**config.mk**
```make
export PLATFORM = sky130hd
export DESIGN_NAME = accelerator_fsm
export DESIGN_NICKNAME = d
export VERILOG_FILES = /design/src/rtl/accelerator_pkg.sv /design/src/rtl/accelerator_fsm.sv
export SDC_FILE = /design/constraint.sdc
export NUM_CORES = 1
export LEC_CHECK = 0
export BUFFER_PORTS_ARGS = -buffer_cell sky130_fd_sc_hd__buf_2
export CAP_MARGIN = 20
export CORE_AREA = 3 3 40 42
export DETAILED_ROUTE_END_ITERATION = 8
export DIE_AREA = 0 0 43 45
export SLEW_MARGIN = 10
export SYNTH_ARGS = -nofsm -noshare
export SYNTH_HDL_FRONTEND = slang
export SYNTH_SLANG_ARGS = --single-unit
```
**constraint.sdc**
```tcl
create_clock -name clk -period 1.8 [get_ports clk]
set_input_delay 0.09 -clock clk [delete_from_list [all_inputs] [get_ports clk]]
set_output_delay 0.09 -clock clk [all_outputs]
set_load 0.03 [all_outputs]
```
**src/rtl/accelerator_pkg.sv**
```systemverilog
// Shared types for the accelerator sequencer: state encoding and datapath mux selects.
// wire_connect_o values equal the state encodings, so the mux select also shows the state.
package accelerator_pkg;

    typedef enum logic [1:0] {
        ST_IDLE = 2'b00,
        ST_MAC  = 2'b01,
        ST_WB   = 2'b10,
        ST_DONE = 2'b11
    } state_t;

    localparam logic [1:0] WC_IDLE = 2'b00;
    localparam logic [1:0] WC_MAC  = 2'b01;
    localparam logic [1:0] WC_WB   = 2'b10;
    localparam logic [1:0] WC_DONE = 2'b11;

endpackage

```
**src/rtl/accelerator_fsm.sv**
```systemverilog
// Row/element sequencer for a multiply-accumulate job: IDLE -> MAC -> WB (per row) -> DONE.
// Define ACCEL_FSM_STALL_EN to let MAC pause reads while data_rdy_i is low.
module accelerator_fsm
    import accelerator_pkg::*;
#(
    parameter int WIDTH_LBIT_CNT = 6,
    parameter int WIDTH_HBIT_CNT = 3
) (
    input  logic                      clk,
    input  logic                      rst_n,
    input  logic                      data_rdy_i,
    output logic                      LCNT_en_o,
    output logic                      LCNT_rst_o,
    input  logic [WIDTH_LBIT_CNT-1:0] LCNT_data_i,
    output logic                      HCNT_en_o,
    output logic                      HCNT_rst_o,
    input  logic [WIDTH_HBIT_CNT-1:0] HCNT_data_i,
    output logic                      read_en_o,
    output logic [1:0]                wire_connect_o
);

    localparam logic [WIDTH_LBIT_CNT-1:0] L_LAST = '1;
    localparam logic [WIDTH_HBIT_CNT-1:0] H_LAST = '1;

    state_t state;
    state_t next_state;
    logic   rd;

    always_ff @(posedge clk) begin
        if (!rst_n) begin
            state <= ST_IDLE;
        end else begin
            state <= next_state;
        end
    end

    always_comb begin
        next_state     = state;
        rd             = 1'b0;
        LCNT_en_o      = 1'b0;
        LCNT_rst_o     = 1'b0;
        HCNT_en_o      = 1'b0;
        HCNT_rst_o     = 1'b0;
        read_en_o      = 1'b0;
        wire_connect_o = WC_IDLE;

        case (state)
            ST_IDLE: begin
                LCNT_rst_o = 1'b1;
                HCNT_rst_o = 1'b1;
                if (data_rdy_i) begin
                    next_state = ST_MAC;
                end
            end
            ST_MAC: begin
                wire_connect_o = WC_MAC;
`ifdef ACCEL_FSM_STALL_EN
                rd = data_rdy_i;
`else
                rd = 1'b1;
`endif
                read_en_o = rd;
                LCNT_en_o = rd;
                // Leave only once the last element of the row has actually been read.
                if (rd && (LCNT_data_i == L_LAST)) begin
                    next_state = ST_WB;
                end
            end
            ST_WB: begin
                wire_connect_o = WC_WB;
                HCNT_en_o      = 1'b1;
                LCNT_rst_o     = 1'b1;
                next_state     = (HCNT_data_i == H_LAST) ? ST_DONE : ST_MAC;
            end
            ST_DONE: begin
                wire_connect_o = WC_DONE;
                LCNT_rst_o     = 1'b1;
                HCNT_rst_o     = 1'b1;
                // A held ready must not retrigger; wait for it to drop first.
                if (!data_rdy_i) begin
                    next_state = ST_IDLE;
                end
            end
            default: begin
                next_state = ST_IDLE;
            end
        endcase

        // Reset overrides everything so counters clear and no read/writeback leaks out.
        if (!rst_n) begin
            next_state     = ST_IDLE;
            LCNT_en_o      = 1'b0;
            HCNT_en_o      = 1'b0;
            read_en_o      = 1'b0;
            LCNT_rst_o     = 1'b1;
            HCNT_rst_o     = 1'b1;
            wire_connect_o = WC_IDLE;
        end
    end

endmodule

```
==> results of run 1 <==
path summary, 6_finish.rpt:
path,startpoint,end,slack (ns),cells after the start
setup / recovery,state[0]$_SDFFE_PN0P_,state[0]$_SDFFE_PN0P_,0.18,5
setup reg to reg,state[0]$_SDFFE_PN0P_,state[0]$_SDFFE_PN0P_,0.18,5
hold / removal,rst_n,state[0]$_SDFFE_PN0P_,0.17,3
hold reg to reg,state[0]$_SDFFE_PN0P_,state[1]$_SDFFE_PN0P_,0.52,2
power by group through the flow:
stage	Clock (mW)	Combinational, mW	Sequential, mW
finish	0.100	0.302	0.0760
CTS	0.108	0.307	0.0763
global route	0.114	0.345	0.0807
detailed placement	0	0.307	0.0769
floorplan	0	0.240	0.0736
global placement	0	0.305	0.0757
worst register-to-register path, delay by kind of cell, from the launching register on:
family | cells | cell delay (ns)
compound gates | 2 | 0.48
fa+ha+maj | 1 | 0.25
buf+inv | 1 | 0.10
flops | 1 | 0.36
simple gates | 1 | 0.29
area by class of cell:
class                      instances  share of cell area [%]
sequential                         2                    10.6
inverter                           4                    3.97
tap                               15                    4.97
timing repair buffer              18                    23.8
clock buffer                       3                    5.96
multi-input combinational         24                    50.7
per-stage QoR:
step	hold slack (ns)	util, %
floorplan	0.227	-
finish	0.174	29.4
CTS	0.163	29.4
global placement	0.407	27.7
global route	0.181	29.4
detailed placement	0.403	27.7
cells in the mapped netlist:
master     n
a211oi_1   1
and4_1     1
a21boi_0   1
a2111oi_0  2
o32ai_1    1
or2_2      1
nand3_1    1
buf_4      1
a211o_1    1
nand4_1    1
dfxtp_1    2
mux2_4     1
nand2_1    1
ha_1       5
nand2b_1   1
nor2_1     4
inv_1      4
and2_1     2
cell families after synthesis:
family,count (synthesis),synth area share (%)
buffers and inverters,5,8.87
DFF,2,15.8
muxes,1,5.91
adders and majority gates,5,24.6
AOI/OAI and AO/OA,6,19.7
and+or+nand+nor,12,25.1
per-layer routing:
layer	part of all wire (%)	vias to the layer above	track usage, %
met1	43	116	8.87
met5	0	-	0
met4	0	0	5.42
met3	12	0	4.78
met2	44	13	11.1
li1	-	151	-
==> results.ini, run 1 <==
[power_and_ir_drop]
cellPowerDensity_nw_per_um2 = 1260
p_sw_uw = 219
p_clk_share_pct = 21.0
pwr-share-seq_pct = 15.9
p_int_uw = 259
p_total_uw = 478
p_leak_nw = 0.195
peakVddDrop_mv = 0.370
p_comb_share_pct = 63.1
p_sw_share_pct = 45.9

[place]
place_ws_ns = 0.154
dpl_cell_area_um2 = 355
place.port_buffers = 18
routabilityCongestion = 0.669
dp_cells = 63

[worst_setup_path]
crit_slowest_cell = a2111oi_0
crit_family = compound AO/OA/AOI/OAI gates
crit_type = reg -> reg
path_cells = inv_1, ha_1, or2_2, a2111oi_0, a211oi_1
cp.arrival_ns = 1.70
setup.worst_path.start_class = register
crit_path_end_kind = register
cp_max_fo = 4
cpPeakStageDelay_ns = 0.38
crit_buf_inv = 1
critPathRequiredTime_ns = 1.89

[logic_synthesis]
synth_top_area_cell = ha_1
synth-seq-cells = 2
syn_nets = 48
ys_warn_count = 0
syn_area_per_cell_um2 = 8.19
synth_top_area_share_pct = 24.6
syn_area_um2 = 254
netlist_instances = 31
synth_cell_type_count = 18
synth.area.top_cells = ha_1, dfxtp_1, a2111oi_0, inv_1, mux2_4
seq_area_frac_synth_pct = 15.8

[floorplanning]
row_count = 13
dieWidth_um = 43
core_area_um2 = 1280
start_util_pct = 19.8
die_h_um = 45
die_area_um2 = 1940
io_pins = 19

[sta]
skew_ns = 0.00477
max_freq_ghz = 0.618
slew_viol_final = 0
tightest_slew_ns = 0.371
min_period_ns = 1.62
min_period_over_period_pct = 89.9
rsz0062_at_grt = false
hold_viol = 0
finalSetupViolCount = 0
fin_setup_tns_ns = 0
relSlewSlack_pct = 74.6
worst_slack_ns = 0.182

[clock_network]
cts.htree.levels = 1
clockBufferDepth = 2
clk_pin_slew_ns = 0.03
ctsHoldBuffers = 0
cts_resized = 0
cts_sinks = 2
clk_latency_ns = 0.23
root_buffer = clkbuf_4
cts_inserted_buffers = 3
cts_tree = built
cts_setup_buffers = 0

[cells_and_area]
layout-drive-gt1-share_pct = 45.1
largestRegisters = state (2)
largest_register = state
area_growth_pct = 48.8
final_area_um2 = 378
nFillCells = 151
fin_cells = 66
layout.nets = 70
largest_reg_flops = 2
multiInputGateArea_um2 = 191
layout_commonest_cell = buf_2
final_cell_mix = buf_2, ha_1, inv_1, nor2_1, clkbuf_4
regArea_um2 = 40.0
antenna_cells = 0

[detailed_routing]
drc = 0
vias = 280
post_drt_via_cell_ratio = 4.24
ant_nets = 0
wirelength_um = 629
routedWlPerCell_um = 9.53
first_pass_iters = 2
drtIter0Drc = 3

[worst_hold_path]
min_path_type = in -> reg

[global_route]
grt_first_pass_wirelength_um = 1100
grt_max_degree = 7
grt.overflow.total = 0
grt_pass1_vias = 255
track_usage_pct = 7.90
antenna_found_initial = 0

[flow_run]
max_cap_violations = 0

[outcome]
outcome = finished clean

Power figures use the tool's default switching activity.
==> run 2, diff against run 1 <==
--- a/config.mk
+++ b/config.mk
@@ -5,11 +5,11 @@
 export SDC_FILE = /design/constraint.sdc
 export NUM_CORES = 1
 export LEC_CHECK = 0
-export BUFFER_PORTS_ARGS = -buffer_cell sky130_fd_sc_hd__buf_2
 export CAP_MARGIN = 20
 export CORE_AREA = 3 3 40 42
 export DETAILED_ROUTE_END_ITERATION = 8
 export DIE_AREA = 0 0 43 45
+export DONT_BUFFER_PORTS = 1
 export SLEW_MARGIN = 10
 export SYNTH_ARGS = -nofsm -noshare
 export SYNTH_HDL_FRONTEND = slang
==> results.ini, run 2 (synthesis results as in run 1) <==
[worst_setup_path]
rr_startpoint = state[0]$_SDFFE_PN0P_  ; unchanged
rr_worst_depth = 5  ; unchanged
crit_family = compound AO/OA/AOI/OAI gates  ; unchanged
path_cells = inv_1, ha_1, or2_2, a2111oi_0, a211oi_1  ; unchanged
crit_type = reg -> reg  ; unchanged
crit_slowest_cell = a2111oi_0  ; unchanged
cp-endpoint = state[0]$_SDFFE_PN0P_  ; unchanged
path_depth = 5  ; unchanged
crit_path_end_kind = register  ; unchanged
setup.worst_path.start_class = register  ; unchanged
cpPeakStageDelay_ns = 0.41  ; was 0.38 ns
rr_endpoint = state[0]$_SDFFE_PN0P_  ; unchanged
reg2reg_slack_ns = 0.14  ; was 0.18 ns
cp_max_fo = 4  ; unchanged
crit_buf_inv = 1  ; unchanged
cp.arrival_ns = 1.74  ; was 1.70 ns
startpoint = state[0]$_SDFFE_PN0P_  ; unchanged
critPathRequiredTime_ns = 1.88  ; was 1.89 ns

[sta]
tightest_slew_ns = 0.394  ; was 0.371 ns
hold_viol = 0  ; unchanged
slew_viol_final = 0  ; unchanged
skew_ns = 0.000375  ; was 0.00477 ns
min_period_ns = 1.66  ; was 1.62 ns
relSlewSlack_pct = 73.1  ; was 74.6%
max_freq_ghz = 0.603  ; was 0.618 GHz
finalSetupViolCount = 0  ; unchanged
worst_slack_ns = 0.142  ; was 0.182 ns
min_period_over_period_pct = 92.1  ; was 89.9%
rsz0062_at_grt = false  ; unchanged
fin_setup_tns_ns = 0  ; unchanged
worst_hold_slack_ns = 0.0187  ; was 0.174 ns

[cells_and_area]
layout.nets = 55  ; was 70
layout-drive-gt1-share_pct = 22.2  ; was 45.1%
postLayoutCoreUtil_pct = 24.2  ; was 29.4%
largestRegisters = state (2)  ; unchanged
final_cell_mix = ha_1, inv_1, nor2_1  ; was buf_2, ha_1, inv_1, nor2_1, clkbuf_4
antenna_cells = 0  ; unchanged
area_growth_pct = 22.7  ; was 48.8%
layout_commonest_cell = ha_1  ; was buf_2
largest_register = state  ; unchanged
largest_reg_flops = 2  ; unchanged
final_area_um2 = 312  ; was 378 µm²

[place]
place_ws_ns = 0.114  ; was 0.154 ns
routabilityCongestion = 0.706  ; was 0.669
dpl_cell_area_um2 = 288  ; was 355 µm²
place.port_buffers = 0  ; was 18
dp_hpwl_um = 458

[detailed_routing]
drtIter0Drc = 3  ; unchanged
first_pass_iters = 4  ; was 2
ant_nets = 0  ; unchanged
wirelength_um = 559  ; was 629 µm
drc = 0  ; unchanged
vias = 234  ; was 280
post_drt_via_cell_ratio = 4.59  ; was 4.24
routedWlPerCell_um = 11.0  ; was 9.53 µm

[clock_network]
clk_latency_ns = 0.22  ; was 0.23 ns
cts_inserted_buffers = 3  ; unchanged
clockBufferDepth = 2  ; unchanged
cts_sinks = 2  ; unchanged
ctsHoldBuffers = 0  ; unchanged
cts_tree = built  ; unchanged
clk_pin_slew_ns = 0.03  ; about the same
root_buffer = clkbuf_4  ; unchanged
cts.htree.levels = 1  ; unchanged

[flow_run]
max_cap_violations = 0  ; unchanged

[worst_hold_path]
min_path_type = in -> reg  ; unchanged
min_from = rst_n  ; unchanged

[floorplanning]
start_util_pct = 19.8  ; unchanged
row_count = 13  ; unchanged
die_h_um = 45  ; unchanged
dieWidth_um = 43  ; unchanged
die_area_um2 = 1940  ; unchanged
io_pins = 19  ; unchanged
core_area_um2 = 1280  ; unchanged

[global_route]
grt_max_degree = 7  ; unchanged
grt_first_pass_wirelength_um = 966  ; was 1100 µm
grt.overflow.total = 0  ; unchanged
antenna_found_initial = 0  ; unchanged
track_usage_pct = 6.98  ; was 7.90%
grt_pass1_vias = 259  ; was 255

[outcome]
outcome = finished clean  ; unchanged

[power_and_ir_drop]
peakVddDrop_mv = 0.353  ; was 0.370 mV
p_leak_nw = 0.136  ; was 0.195 nW
cellPowerDensity_nw_per_um2 = 1470  ; was 1260 nW/µm²

## run 2: cell types whose count changed in the layout (fill, tap and decap cells not counted)
cell	delta
buf_4	+3
buf_2	-18
a2111oi_0	-1
a2111oi_1	+1
## run 2: per-layer routing
layer	up-vias	track usage, %	share of wire (%)
li1	120	-	-
met1	100	7.67	40
met2	14	9.88	46
met3	0	2.79	14
met4	0	7.23	0
met5	-	0	0
## run 2: where the power goes
group | total (mW) | internal, mW | switching [mW]
Combinational | 0.282 | 0.110 | 0.173
Sequential | 0.0766 | 0.0614 | 0.0152
Clock | 0.0983 | 0.0735 | 0.0248
## run 2: how the worst min path moves through the flow
stage,end,cells past startpoint
3_3_place_gp,state[0]$_SDFFE_PN0P_,2
3_5_place_dp,state[0]$_SDFFE_PN0P_,2
6_report,state[0]$_SDFFE_PN0P_,2
4_1_cts,state[0]$_SDFFE_PN0P_,2
5_1_grt,state[0]$_SDFFE_PN0P_,2
2_1_floorplan,state[0]$_SDFFE_PN0P_,2
## run 2: through the flow
stage	std cells	power, mW
4_1_cts	51	0.465
3_5_place_dp	48	0.359
6_report	51	0.457
3_3_place_gp	48	0.358
5_1_grt	51	0.507
2_1_floorplan	31	0.314
## run 2: final cells by class
cell class	instances	area, µm²
Multi-Input combinational cell	24	193
Timing Repair Buffer	3	22.5
Sequential cell	2	40.0
Tap cell	15	18.8
Inverter	4	15.0
Fill cell	147	973
Clock buffer	3	22.5
## run 2: timing repair
item,4_1_cts,5_1_grt
setup endpoints to repair,0,1
buffers inserted,0,0
resized for setup,0,1
## run 2: worst reg2reg max path: cells and delay by family, from the launching register on
kind	cells	cell delay, ns
and+or+nand+nor	1	0.29
AOI/OAI and AO/OA	2	0.51
adders and majority gates	1	0.25
DFF	1	0.37
buffers and inverters	1	0.11
